$ cat src/rtl/ws2812_rx.sv
// WS2812 NRZ stream decoder: measures high-pulse widths, rebuilds 24-bit words,
// numbers them within a frame and flags the latch (long low) that ends a frame.
`timescale 1ns/1ps
module ws2812_rx #(
   parameter int BIT_THRESH   = 6,
   parameter int MIN_HIGH     = 2,
   parameter int MAX_HIGH     = 12,
   parameter int RESET_CYCLES = 600
) (
   input  logic        clk,
   input  logic        reset_n,
   input  logic        din,
   output logic [23:0] rgb_data,
   output logic [7:0]  led_num,
   output logic        valid,
   output logic        frame_done,
   output logic        bit_error,
   output logic        busy
);
   localparam int HI_W = $clog2(MAX_HIGH + 2);
   localparam int LO_W = $clog2(RESET_CYCLES + 1);
   localparam logic [HI_W-1:0] HI_SAT    = HI_W'(MAX_HIGH + 1);
   localparam logic [HI_W-1:0] HI_MIN    = HI_W'(MIN_HIGH);
   localparam logic [HI_W-1:0] HI_MAX    = HI_W'(MAX_HIGH);
   localparam logic [HI_W-1:0] HI_THRESH = HI_W'(BIT_THRESH);
   localparam logic [LO_W-1:0] LO_SAT    = LO_W'(RESET_CYCLES);
   localparam logic [LO_W-1:0] LO_LAST   = LO_W'(RESET_CYCLES - 1);

   typedef enum logic {HUNT = 1'b0, RECV = 1'b1} state_t;

   logic            din_meta_reg, din_s_reg, din_d_reg;
   logic [HI_W-1:0] hi_cnt_reg;
   logic [LO_W-1:0] lo_cnt_reg;
   state_t          state_reg, state_next;
   logic [23:0]     shift_reg, shift_next;
   logic [4:0]      bit_cnt_reg, bit_cnt_next;
   logic [7:0]      word_idx_reg, word_idx_next;
   logic            word_pend_reg, word_pend_next;
   logic [23:0]     rgb_data_reg, rgb_data_next;
   logic [7:0]      led_num_reg, led_num_next;
   logic            valid_reg, valid_next;
   logic            frame_done_reg, frame_done_next;
   logic            bit_error_reg, bit_error_next;

   logic rise, fall, latch;

   assign rise  = din_s_reg & ~din_d_reg;
   assign fall  = ~din_s_reg & din_d_reg;
   // Fires on the single cycle the low counter steps onto its saturation value.
   assign latch = ~din_s_reg && (lo_cnt_reg == LO_LAST);

   always_ff @(posedge clk or negedge reset_n) begin
      if (!reset_n) begin
         din_meta_reg   <= 1'b0;
         din_s_reg      <= 1'b0;
         din_d_reg      <= 1'b0;
         hi_cnt_reg     <= '0;
         lo_cnt_reg     <= '0;
         state_reg      <= HUNT;
         shift_reg      <= '0;
         bit_cnt_reg    <= '0;
         word_idx_reg   <= '0;
         word_pend_reg  <= 1'b0;
         rgb_data_reg   <= '0;
         led_num_reg    <= '0;
         valid_reg      <= 1'b0;
         frame_done_reg <= 1'b0;
         bit_error_reg  <= 1'b0;
      end else begin
         din_meta_reg <= din;
         din_s_reg    <= din_meta_reg;
         din_d_reg    <= din_s_reg;

         if (rise)
            hi_cnt_reg <= HI_W'(1);
         else if (din_s_reg && hi_cnt_reg != HI_SAT)
            hi_cnt_reg <= hi_cnt_reg + HI_W'(1);

         if (din_s_reg)
            lo_cnt_reg <= '0;
         else if (lo_cnt_reg != LO_SAT)
            lo_cnt_reg <= lo_cnt_reg + LO_W'(1);

         state_reg      <= state_next;
         shift_reg      <= shift_next;
         bit_cnt_reg    <= bit_cnt_next;
         word_idx_reg   <= word_idx_next;
         word_pend_reg  <= word_pend_next;
         rgb_data_reg   <= rgb_data_next;
         led_num_reg    <= led_num_next;
         valid_reg      <= valid_next;
         frame_done_reg <= frame_done_next;
         bit_error_reg  <= bit_error_next;
      end
   end

   always_comb begin
      state_next      = state_reg;
      shift_next      = shift_reg;
      bit_cnt_next    = bit_cnt_reg;
      word_idx_next   = word_idx_reg;
      word_pend_next  = 1'b0;
      rgb_data_next   = rgb_data_reg;
      led_num_next    = led_num_reg;
      valid_next      = 1'b0;
      frame_done_next = 1'b0;
      bit_error_next  = 1'b0;

      // A completed word is published one cycle after its last bit lands.
      if (word_pend_reg) begin
         rgb_data_next = shift_reg;
         led_num_next  = word_idx_reg;
         valid_next    = 1'b1;
         word_idx_next = word_idx_reg + 8'd1;
      end

      case (state_reg)
         HUNT: begin
            if (latch) begin
               state_next    = RECV;
               shift_next    = '0;
               bit_cnt_next  = '0;
               word_idx_next = '0;
            end
         end
         RECV: begin
            if (fall) begin
               if (hi_cnt_reg < HI_MIN) begin
                  // glitch: nothing to do
               end else if (hi_cnt_reg > HI_MAX) begin
                  bit_error_next = 1'b1;
                  shift_next     = '0;
                  bit_cnt_next   = '0;
                  state_next     = HUNT;
               end else begin
                  shift_next = {shift_reg[22:0], (hi_cnt_reg >= HI_THRESH)};
                  if (bit_cnt_reg == 5'd23) begin
                     bit_cnt_next   = '0;
                     word_pend_next = 1'b1;
                  end else begin
                     bit_cnt_next = bit_cnt_reg + 5'd1;
                  end
               end
            end else if (latch) begin
               bit_error_next  = (bit_cnt_reg != '0);
               frame_done_next = (word_idx_reg != '0);
               shift_next      = '0;
               bit_cnt_next    = '0;
               word_idx_next   = '0;
            end
         end
         default: state_next = HUNT;
      endcase
   end

   assign rgb_data   = rgb_data_reg;
   assign led_num    = led_num_reg;
   assign valid      = valid_reg;
   assign frame_done = frame_done_reg;
   assign bit_error  = bit_error_reg;
   assign busy       = (state_reg == RECV) && (bit_cnt_reg != '0 || din_s_reg);

endmodule

$ cat config.mk
export PLATFORM = sky130hd
export DESIGN_NAME = ws2812_rx
export DESIGN_NICKNAME = d
export VERILOG_FILES = /design/src/rtl/ws2812_rx.sv
export SDC_FILE = /design/constraint.sdc
export NUM_CORES = 1
export LEC_CHECK = 0
export BUFFER_PORTS_ARGS = -buffer_cell sky130_fd_sc_hd__buf_2
export CAP_MARGIN = 20
export CORE_ASPECT_RATIO = 0.75
export CORE_MARGIN = 3
export CORE_UTILIZATION = 35
export DETAILED_ROUTE_END_ITERATION = 8
export HOLD_SLACK_MARGIN = 0.1
export SLEW_MARGIN = 20
export SYNTH_ARGS = -nofsm -noshare
export SYNTH_HDL_FRONTEND = slang
export SYNTH_SLANG_ARGS = --single-unit
$ cat constraint.sdc
create_clock -name clk -period 1.77 [get_ports clk]
set_clock_uncertainty 0.15 [all_clocks]
set_input_delay 0.177 -clock clk [delete_from_list [all_inputs] [get_ports clk]]
set_output_delay 0.177 -clock clk [all_outputs]
set_load 0.005 [all_outputs]
==> flow_summary.json <==
{
  "cts_root_buf": "clkbuf_16",
  "critPathMaxStageDelay_ns": 0.41,
  "max_freq_ghz": 0.534,
  "cts_tree": "built",
  "comb_power_share": 0.055,
  "power.density_mw_per_mm2": 856,
  "critPathTopFamily": "flip-flops",
  "cpMaxStageDelayCell": "dfrtp_1",
  "hold_path_class": "input pin to asynchronous set/reset pin",
  "routed_wire_length_per_instance_um": 15.0,
  "synth_edf_count": 0,
  "commonest_non_fill_non_tap_cell_in_the_layout": "dfrtp_1",
  "synth.ff_latch_count": 91,
  "via_count": 2506,
  "numCtsBuffers": 9,
  "synth.cell_area_mm2": 0.00388,
  "row_count": 32,
  "cp_data_required_time_ns": 1.44,
  "dr.first_iter.drc_count": 145,
  "maxCapViolCount": 0,
  "slew_headroom": 0.674,
  "finalNetCount": 388,
  "synthesized_instance_count": 299,
  "area_growth_from_synthesis_to_final_layout_pct": 30.1,
  "timing.final.max_slew_violations": 0,
  "numClockSinks": 91,
  "critical_path.startpoint_type": "flop",
  "antenna_found_initial": 0,
  "worst-r2r-setup-slack_ns": -0.02,
  "final_cell_mix": "90 x dfrtp_1, 37 x buf_2, 32 x mux2_2",
  "worst_ep_arrival_time_ns": 1.54,
  "outcome": "finished with violations",
  "ir_drop_uv": 486,
  "die_h_um": 97.2,
  "drc": 0,
  "initial_utilization": 0.369,
  "port_buffers": 38,
  "n_fill_cell": 936,
  "ioPinCount": 39,
  "fin_crit_ns": 1.87,
  "clockPowerShare": 0.453,
  "reg2regPathDepth": 7,
  "final-hold-violation-count": 0,
  "share_seq_of_total_power": 0.492,
  "finish.utilization": 0.480,
  "htree_num_levels": 3,
  "critical_path_buf_inv_count": 3,
  "worstPathMaxFanout": 4,
  "globalRouteOverflowTotal": 0,
  "finalSetupViolCount": 12,
  "grt_util_all_layers": 0.127,
  "clk_transition_reported_paths_ns": 0.07,
  "worstSetupPathType": "flop to primary output",
  "ys.flop_type": "dfrtp_1",
  "total_routed_wire_length_on_the_met1_layer_um": 3990,
  "gp_congestion": 0.780,
  "power.switching_fraction": 0.231,
  "fp.dieW_um": 128,
  "synth.lib_cells_used.distinct": 42,
  "synthArstFlopShare": 1.00,
  "grt_max_degree": 36,
  "post-dp-hpwl_um": 5000,
  "rsz0062_at_grt": "yes",
  "synth_area_per_cell_um2": 13.0,
  "dr.pass1.iters": 4,
  "reg2reg_end": "shift_reg[12]",
  "topRoutingLayerUsed": "met4",
  "postLayoutSetupSlackWorst_ns": -0.102,
  "postRouteAntennaNets": 0,
  "finalWirelength_um": 7770,
  "multi_input_area_mm2": 0.00164,
  "fin_worst_hold_slack_ns": 0.191,
  "net-switching-power_uw": 998,
  "detail_route.vias_per_cell": 4.84,
  "violations": "setup timing",
  "wl_met3_um": 244,
  "power_report.internal_total_mw": 3.32,
  "worst_skew_pair.late_latency_ns": 0.34,
  "area.sequential_mm2": 0.00228,
  "global_route_wire_length_before_repair_um": 12700,
  "floorplan.core_area_mm2": 0.0105,
  "synthesis.yosys.warnings": 0,
  "synthesized_net_count": 310,
  "min_period_over_period": 1.06,
  "clock_tree.buffer_depth": 2,
  "first_global_vias": 2546,
  "routed-wl-met2_um": 3500,
  "crit_path_cell_trace": "inv_1 > ha_2 > nor4b_4 > buf_4 > a21oi_4 > buf_2",
  "cp-end-kind": "primary output",
  "measured_slew_at_the_worst_slew_check_pin_ns": 0.489,
  "worst_r2r_startpoint": "lo_cnt_reg[0]",
  "drive_above_1_share": 0.427,
  "cellLeakagePower_nw": 2.39,
  "synth-seq-area-share": 0.587,
  "diodes": 0,
  "die_footprint_mm2": 0.0124
}
-- power by group through the flow --
stage	Clock (mW)	Sequential, mW	Combinational (mW)
4_1_cts	2.01	2.12	0.228
6_report	1.96	2.13	0.237
5_1_grt	2.11	2.13	0.270
2_1_floorplan	0	2.17	0.0808
3_3_place_gp	0	2.16	0.217
3_5_place_dp	0	2.16	0.222
-- per-stage QoR --
stage | instance area (um^2) | worst slack [ns] | power, mW | std cells | setup TNS (ns)
finish | 5050 | -0.102 | 4.32 | 518 | -0.260
global route | 5050 | -0.184 | 4.51 | 518 | -2.10
CTS | 4810 | -0.116 | 4.36 | 511 | -0.116
detailed placement | 4430 | -0.179 | 2.38 | 492 | -3.43
global placement | 4430 | -0.130 | 2.38 | 492 | -2.37
floorplan | 3880 | 0.107 | 2.25 | 299 | 0
-- cell usage after synthesis (all sizes together), types with 2 or more instances --
master	number	area (um^2)
dfrtp	91	2280
mux2	32	360
nor2	23	91.3
a22o	22	193
nand2	13	48.8
a21oi	12	60.1
inv	10	37.5
nand3	10	50.1
buf	9	62.6
ha	8	100
nor3	7	51.3
xnor2	7	61.3
xor2	7	61.3
o21ai	6	30.0
nand4	5	31.3
or3	5	31.3
clkbuf	4	16.3
mux2i	3	30.0
nor4b	3	26.3
and2	2	12.5
nand3b	2	27.5
nand4bb	2	55.1
nor3b	2	15.0
nor4	2	42.5
o21a	2	15.0
-- what timing repair did --
| action | 4_1_cts | 5_1_grt |
|---|---|---|
| hold endpoints to repair | 80 | 0 |
| pin swaps | 5 | 10 |
| buffers inserted | 2 | 3 |
| setup endpoints to repair | 28 | 39 |
| cloned | 0 | 4 |
| gates resized for setup | 9 | 35 |
| hold buffers | 2 | 0 |
-- logic make-up (layout without fill, tap and decap cells) --
group	count (synthesis)	in the layout	synth area share
AND/OR/NAND/NOR	79	81	0.130
XOR/XNOR	14	14	0.0316
AO/OA/AOI/OAI	49	49	0.0957
buffers and inverters	23	104	0.0300
multiplexers	35	35	0.101
adder cells (fa/ha/maj)	8	8	0.0258
flip-flops	91	91	0.587
-- worst max-delay path by stage --
| stage | end | cells after the start | slack (ns) | start |
|---|---|---|---|---|
| 2_1_floorplan | bit_cnt_reg[3] | 6 | 0.11 | din_d_reg |
| 3_3_place_gp | shift_reg[0] | 5 | -0.13 | lo_cnt_reg[0] |
| 3_5_place_dp | shift_reg[0] | 5 | -0.18 | lo_cnt_reg[0] |
| 4_1_cts | busy | 6 | -0.12 | bit_cnt_reg[0] |
| 5_1_grt | busy | 6 | -0.18 | bit_cnt_reg[1] |
| 6_report | busy | 6 | -0.10 | bit_cnt_reg[1] |
-- metal layers --
metal,vias to the layer above,track usage
li1,1228,-
met3,4,0.0456
met2,36,0.182
met5,-,0
met1,1238,0.182
met4,0,0.0310
-- worst reg2reg max path, stage by stage, from the launching register on --
cell and delay, ns:
dfrtp_1 0.41, ha_4 0.17, nand4bb_4 0.13, nor4_4 0.29, buf_6 0.15, buf_12 0.11
nor2_4 0.08, a22o_1 0.20
-- cell type report --
cell class,count,share of cell area
Clock buffer,9,0.0446
Sequential cell,91,0.451
Inverter,10,0.00743
Timing Repair Buffer,78,0.122
Tap cell,136,0.0337
Clock inverter,7,0.0163
Multi-Input combinational cell,187,0.325
Power figures use the tool's default switching activity.
